**config.mk**
```make
export PLATFORM = sky130hd
export DESIGN_NAME = sdf_r2_butterfly_stage
export DESIGN_NICKNAME = d
export VERILOG_FILES = /design/src/rtl/sdf_r2_butterfly_stage.sv
export SDC_FILE = /design/constraint.sdc
export NUM_CORES = 2
export LEC_CHECK = 0
export ABC_CLOCK_PERIOD_IN_PS = 16100
export BUFFER_PORTS_ARGS = -buffer_cell sky130_fd_sc_hd__buf_2
export CAP_MARGIN = 15
export CORE_AREA = 5 5 377 379
export CTS_CLUSTER_DIAMETER = 50
export DETAILED_ROUTE_END_ITERATION = 8
export DIE_AREA = 0 0 382 384
export PLACE_DENSITY = 0.66
export SLEW_MARGIN = 15
export SYNTH_ARGS = -nofsm -noshare
export SYNTH_HDL_FRONTEND = slang
export SYNTH_SLANG_ARGS = --single-unit
```
**constraint.sdc**
```tcl
create_clock -name clk -period 16.1 [get_ports clk]
set_input_delay 2.415 -clock clk [delete_from_list [all_inputs] [get_ports clk]]
set_output_delay 2.415 -clock clk [all_outputs]
set_load 0.01 [all_outputs]
```
**src/rtl/sdf_r2_butterfly_stage.sv**
```systemverilog
// Radix-2 single-path delay-feedback DIF butterfly stage.
// A DELAY-deep complex delay line feeds back the butterfly differences.
// Twiddle multiplication is applied to those differences on the way out.
module sdf_r2_butterfly_stage #(
    parameter int unsigned DATA_W = 24,
    parameter int unsigned FRAC_W = 8,
    parameter int unsigned DELAY  = 2
) (
    input  logic              clk,
    input  logic              rst_n,
    input  logic              in_valid,
    input  logic [DATA_W-1:0] din_r,
    input  logic [DATA_W-1:0] din_i,
    input  logic [1:0]        state,
    input  logic [DATA_W-1:0] w_r,
    input  logic [DATA_W-1:0] w_i,
    output logic [DATA_W-1:0] dout_r,
    output logic [DATA_W-1:0] dout_i,
    output logic              out_valid
);

    localparam int unsigned PROD_W = 2 * DATA_W;
    localparam int unsigned SUM_W  = 2 * DATA_W + 1;

    typedef enum logic [1:0] {
        ST_FILL = 2'd0,
        ST_BFLY = 2'd1,
        ST_TWID = 2'd2,
        ST_RSVD = 2'd3
    } state_e;

    // Delay line: index 0 is the head (oldest entry)
    logic signed [DATA_W-1:0] buf_r_q [DELAY];
    logic signed [DATA_W-1:0] buf_i_q [DELAY];
    logic signed [DATA_W-1:0] buf_r_d [DELAY];
    logic signed [DATA_W-1:0] buf_i_d [DELAY];

    logic signed [DATA_W-1:0] dout_r_q, dout_r_d;
    logic signed [DATA_W-1:0] dout_i_q, dout_i_d;
    logic                     out_valid_q, out_valid_d;

    logic signed [DATA_W-1:0] head_r, head_i;
    logic signed [DATA_W-1:0] din_r_s, din_i_s, w_r_s, w_i_s;
    logic signed [DATA_W-1:0] bf_sum_r, bf_sum_i, bf_dif_r, bf_dif_i;
    logic signed [PROD_W-1:0] p_rr, p_ii, p_ri, p_ir;
    logic signed [SUM_W-1:0]  acc_r, acc_i;
    logic signed [DATA_W-1:0] tw_r, tw_i;
    logic signed [DATA_W-1:0] push_r, push_i;

    assign head_r  = buf_r_q[0];
    assign head_i  = buf_i_q[0];
    assign din_r_s = din_r;
    assign din_i_s = din_i;
    assign w_r_s   = w_r;
    assign w_i_s   = w_i;

    // Butterfly add/sub, wrapping to DATA_W bits
    assign bf_sum_r = DATA_W'(head_r + din_r_s);
    assign bf_sum_i = DATA_W'(head_i + din_i_s);
    assign bf_dif_r = DATA_W'(head_r - din_r_s);
    assign bf_dif_i = DATA_W'(head_i - din_i_s);

    // Full-precision complex multiply of the head by the twiddle, floor-scaled
    assign p_rr  = PROD_W'(head_r) * PROD_W'(w_r_s);
    assign p_ii  = PROD_W'(head_i) * PROD_W'(w_i_s);
    assign p_ri  = PROD_W'(head_r) * PROD_W'(w_i_s);
    assign p_ir  = PROD_W'(head_i) * PROD_W'(w_r_s);
    assign acc_r = SUM_W'(p_rr) - SUM_W'(p_ii);
    assign acc_i = SUM_W'(p_ri) + SUM_W'(p_ir);
    assign tw_r  = DATA_W'(acc_r >>> FRAC_W);
    assign tw_i  = DATA_W'(acc_i >>> FRAC_W);

    // Next-state: select output and feedback value by phase, then shift on valid
    always_comb begin
        buf_r_d     = buf_r_q;
        buf_i_d     = buf_i_q;
        dout_r_d    = dout_r_q;
        dout_i_d    = dout_i_q;
        out_valid_d = 1'b0;
        push_r      = din_r_s;
        push_i      = din_i_s;
        if (in_valid) begin
            case (state_e'(state))
                ST_BFLY: begin
                    dout_r_d    = bf_sum_r;
                    dout_i_d    = bf_sum_i;
                    push_r      = bf_dif_r;
                    push_i      = bf_dif_i;
                    out_valid_d = 1'b1;
                end
                ST_TWID: begin
                    dout_r_d    = tw_r;
                    dout_i_d    = tw_i;
                    out_valid_d = 1'b1;
                end
                default: begin
                    out_valid_d = 1'b0;
                end
            endcase
            for (int unsigned k = 0; k + 1 < DELAY; k++) begin
                buf_r_d[k] = buf_r_q[k+1];
                buf_i_d[k] = buf_i_q[k+1];
            end
            buf_r_d[DELAY-1] = push_r;
            buf_i_d[DELAY-1] = push_i;
        end
    end

    // State registers with asynchronous clear
    always_ff @(posedge clk or negedge rst_n) begin
        if (!rst_n) begin
            for (int unsigned k = 0; k < DELAY; k++) begin
                buf_r_q[k] <= '0;
                buf_i_q[k] <= '0;
            end
            dout_r_q    <= '0;
            dout_i_q    <= '0;
            out_valid_q <= 1'b0;
        end else begin
            buf_r_q     <= buf_r_d;
            buf_i_q     <= buf_i_d;
            dout_r_q    <= dout_r_d;
            dout_i_q    <= dout_i_d;
            out_valid_q <= out_valid_d;
        end
    end

    assign dout_r    = dout_r_q;
    assign dout_i    = dout_i_q;
    assign out_valid = out_valid_q;

endmodule

```
==> key figures <==
Timing
  • Setup Skew: about 0.021 ns
  • Max Fclk: 0.0959 GHz
  • Setup violators final: 0
  • Fin crit period: approximately 10 ns
  • Rel. slew slack: a little over a tenth
  • Final period utilization: 64.8%
  • Slew Viols, Final: 0
  • Final hold violation count: 0
  • Least-Margin Pin Slew: roughly 1.3 ns
  • RSZ-0062 raised after global routing: no
  • Total negative slack: 0 ns

Floorplan
  • Starting density of the core: 49.6%
  • IO Pins: 150
  • Core Box Area: 0.139 mm²
  • Die Y: ~380 µm
  • DIE AREA: 0.147 mm²
  • Std-Cell Rows: 137
  • Die Span X: roughly 380 µm

CTS
  • Clk Latency, worst-skew pair: 0.49 ns
  • H-tree depth: 4
  • CTS Buf Count: 17
  • Root buffer cell: clkbuf_16
  • CTS tree: done
  • Count of hold-fix buffers inserted at cts: 0
  • Post-CTS Setup Bufs: 0
  • # clock sinks: about 150
  • CTS max path bufs: 2
  • Gates resized, CTS repair: 0
  • CTS clk-pin slew, worst paths: 0.09 ns

Hold path
  • Hold Path Stages: 2
  • Origin of the worst min-delay path: dout_r[18]
  • HP Class: reg2reg

Routing
  • Vias: 49900
  • Antenna Nets Post-Route: 0
  • Routed WL per cell: 21.6 µm
  • Vias/cell: between 5 and 6
  • Drc violations: 0
  • Initial DRC count: around 3600
  • Drt pass-1 iters: 6
  • DRT Wirelength: approximately 200000 µm

Placement
  • Count of input and output buffers: about 150
  • Dpl cell area: 0.0708 mm²
  • DP Wirelength: approximately 150000 µm
  • Gpl congestion: between 0.9 and 1
  • Placed insts: about 9000

Global route
  • Antenna violations before repair: 14
  • Largest net degree at the start of global routing: between 90 and 100
  • Vias in the first global route: between 50000 and 60000
  • Met2 Use GR: 44.7%
  • First-pass GRT wire length: roughly 320000 µm
  • Gr usage total: 28.3%
  • M3 GR Usage: 4.26%
  • Grt total ovfl: 0
  • GR peak layer: met2
  • Met1 GRT Util: 37.8%

Finish
  • Fill cell count: 13000
  • Multi-input gate area: roughly 0.056 mm²
  • Final instance area: ~0.071 mm²
  • Final Non-Filler Cells: 9261
  • Post-layout net count: around 9700
  • Final Core Density: approximately half
  • Fraction of layout cells with a size suffix above 1: 4.96%
  • Area Growth Syn to Fin: 3.97%
  • FF+latch area: 0.00366 mm²

Synth
  • Synth unique cells: 78
  • Synth Cell Area: 0.0687 mm²
  • YS warnings: 0
  • Syn Nets: 9883
  • Cells after synthesis: approximately 7600
  • Register area share after synthesis: approximately 5.3%
  • Post-synth EDFFs: 0
  • Synth Register Bits: ~150
  • Avg Synthesized Cell Area: approximately 9.0 µm²
  • Post-synth top flop: dfrtp_1
  • Asr flop ratio synth: between 90% and 100%

Worst setup path
  • Crit. End Element: register
  • Worst EP required: 16.44 ns
  • CP Launch Type: primary input
  • CP Class: in2reg
  • Setup slack, reg-to-reg: approximately 7.2 ns
  • Reg-to-Reg End: dout_i[17]
  • End point of the critical path: dout_i[17]
  • Worst EP arrival: about 11 ns
  • Largest fanout on the critical path: 48
  • Worst Reg-to-Reg Cells: 27
  • RR Startpoint: head_r[9]
  • CP startpoint: w_i[4]

Status
  • Outcome: finished, final reports clean

Run
  • Max Cap Viol: 0
-- metrics by stage --
step | hold slack, ns | setup WS (ns)
floorplan | 0.446 | 6.09
global placement | 0.459 | 5.31
detailed placement | 0.465 | 5.26
CTS | 0.482 | 5.79
global route | 0.496 | 5.29
finish | 0.479 | 5.67
-- critical path, stage by stage --
cell	delay (ns)
buf_2	0.83
and2_1	0.27
fa_1	0.44
fa_1	0.51
inv_1	0.05
fa_1	0.49
fa_1	0.44
fa_1	0.55
inv_1	0.05
fa_1	0.49
fa_1	0.50
fa_1	0.49
inv_1	0.05
fa_1	0.48
inv_1	0.04
ha_1	0.21
a211oi_1	0.23
nand3_1	0.10
a21oi_1	0.25
nor2_1	0.14
a21boi_1	0.21
o22ai_1	0.21
o41ai_2	0.43
nor2b_1	0.12
a311o_1	0.38
xnor2_1	0.17
o221ai_1	0.13
-- cell usage after synthesis, types with 61 or more instances --
cell type / number / area (µm²)
dfrtp_1: 145 / 3630
inv_1: 1890 / 7090
o21ai_0: 84 / 420
xnor2_1: 235 / 2060
nor2_1: 200 / 751
ha_1: 521 / 6520
clkbuf_1: 427 / 1600
fa_1: 1644 / 32900
a21oi_1: 159 / 796
xor2_1: 61 / 534
nand2_1: 949 / 3560
and2_1: 921 / 5760
-- final cells by class --
type | count | area share, %
multi-input combinational | 5138 | 78.8
inverter | 1891 | 9.93
sequential | 145 | 5.12
tap | 1807 | 3.16
timing repair buffer | 236 | 1.97
clock buffer | 17 | 0.595
clock inverter | 15 | 0.333
antenna | 12 | 0.0420
-- placed cells by master, fill, tap and decap left out, types with 6 or more instances in the layout --
cell type and instances:
nand3_1 14, a31oi_1 9, o22ai_1 6, or3_1 11, a21o_1 19, and2_1 921, dfrtp_2 25, clkbuf_16 17
ha_1 519, a21oi_1 159, xor2_1 61, fa_1 1644, nor4_1 9, nand2b_1 29, nor2_1 200, nand4_1 8
nand3b_1 6, mux2_2 50, mux2i_1 31, o21ai_1 6, o21ai_0 84, o31ai_1 7, xnor2_1 235, nor3_1 15
o221ai_1 9, o21bai_1 20, diode_2 12, o21a_1 15, dfrtp_1 120, buf_2 147, buf_4 88, inv_1 1890
nand2_1 949, and3_1 6, nor2b_1 18
-- per-layer routing --
| layer | vias to the layer above | wire length, µm | share of wire [%] |
|---|---|---|---|
| li1 | 21400 | - | - |
| met1 | 25800 | 79100 | 40 |
| met2 | 2200 | 91200 | 46 |
| met3 | 452 | 15800 | 7.9 |
| met4 | 2 | 13600 | 6.8 |
| met5 | - | 13 | 0.0065 |
-- sequential cells by signal, summed over array words and instances, names as in the netlist --
register,count
head_r,24
dout_r,24
head_i,24
buf_r_q,24
buf_i_q,24
dout_i,24
out_valid,1
-- kinds of logic (layout without fill, tap and decap cells) --
group / count (synthesis) / in the layout / synth area share [%]
AND/OR/NAND/NOR: 2198 / 2198 / 15.8
AO/OA/AOI/OAI: 398 / 398 / 3.73
other: 0 / 12 / 0
XOR/XNOR: 296 / 296 / 3.77
buffers and inverters: 2334 / 2159 / 12.8
adder cells (fa/ha/maj): 2165 / 2165 / 57.4
flip-flops: 145 / 145 / 5.28
multiplexers: 81 / 81 / 1.27
-- how the worst min path moves through the flow --
| stage | slack (ns) | to |
|---|---|---|
| 2_1_floorplan | 0.45 | buf_r_q[3] |
| 3_3_place_gp | 0.46 | dout_i[12] |
| 3_5_place_dp | 0.47 | dout_r[15] |
| 4_1_cts | 0.48 | dout_i[9] |
| 5_1_grt | 0.50 | dout_i[12] |
| 6_report | 0.48 | dout_r[18] |
Power is left out: the tool's default activity adds up to more than one toggle a clock period on the data nets, which glitch-free logic cannot reach.
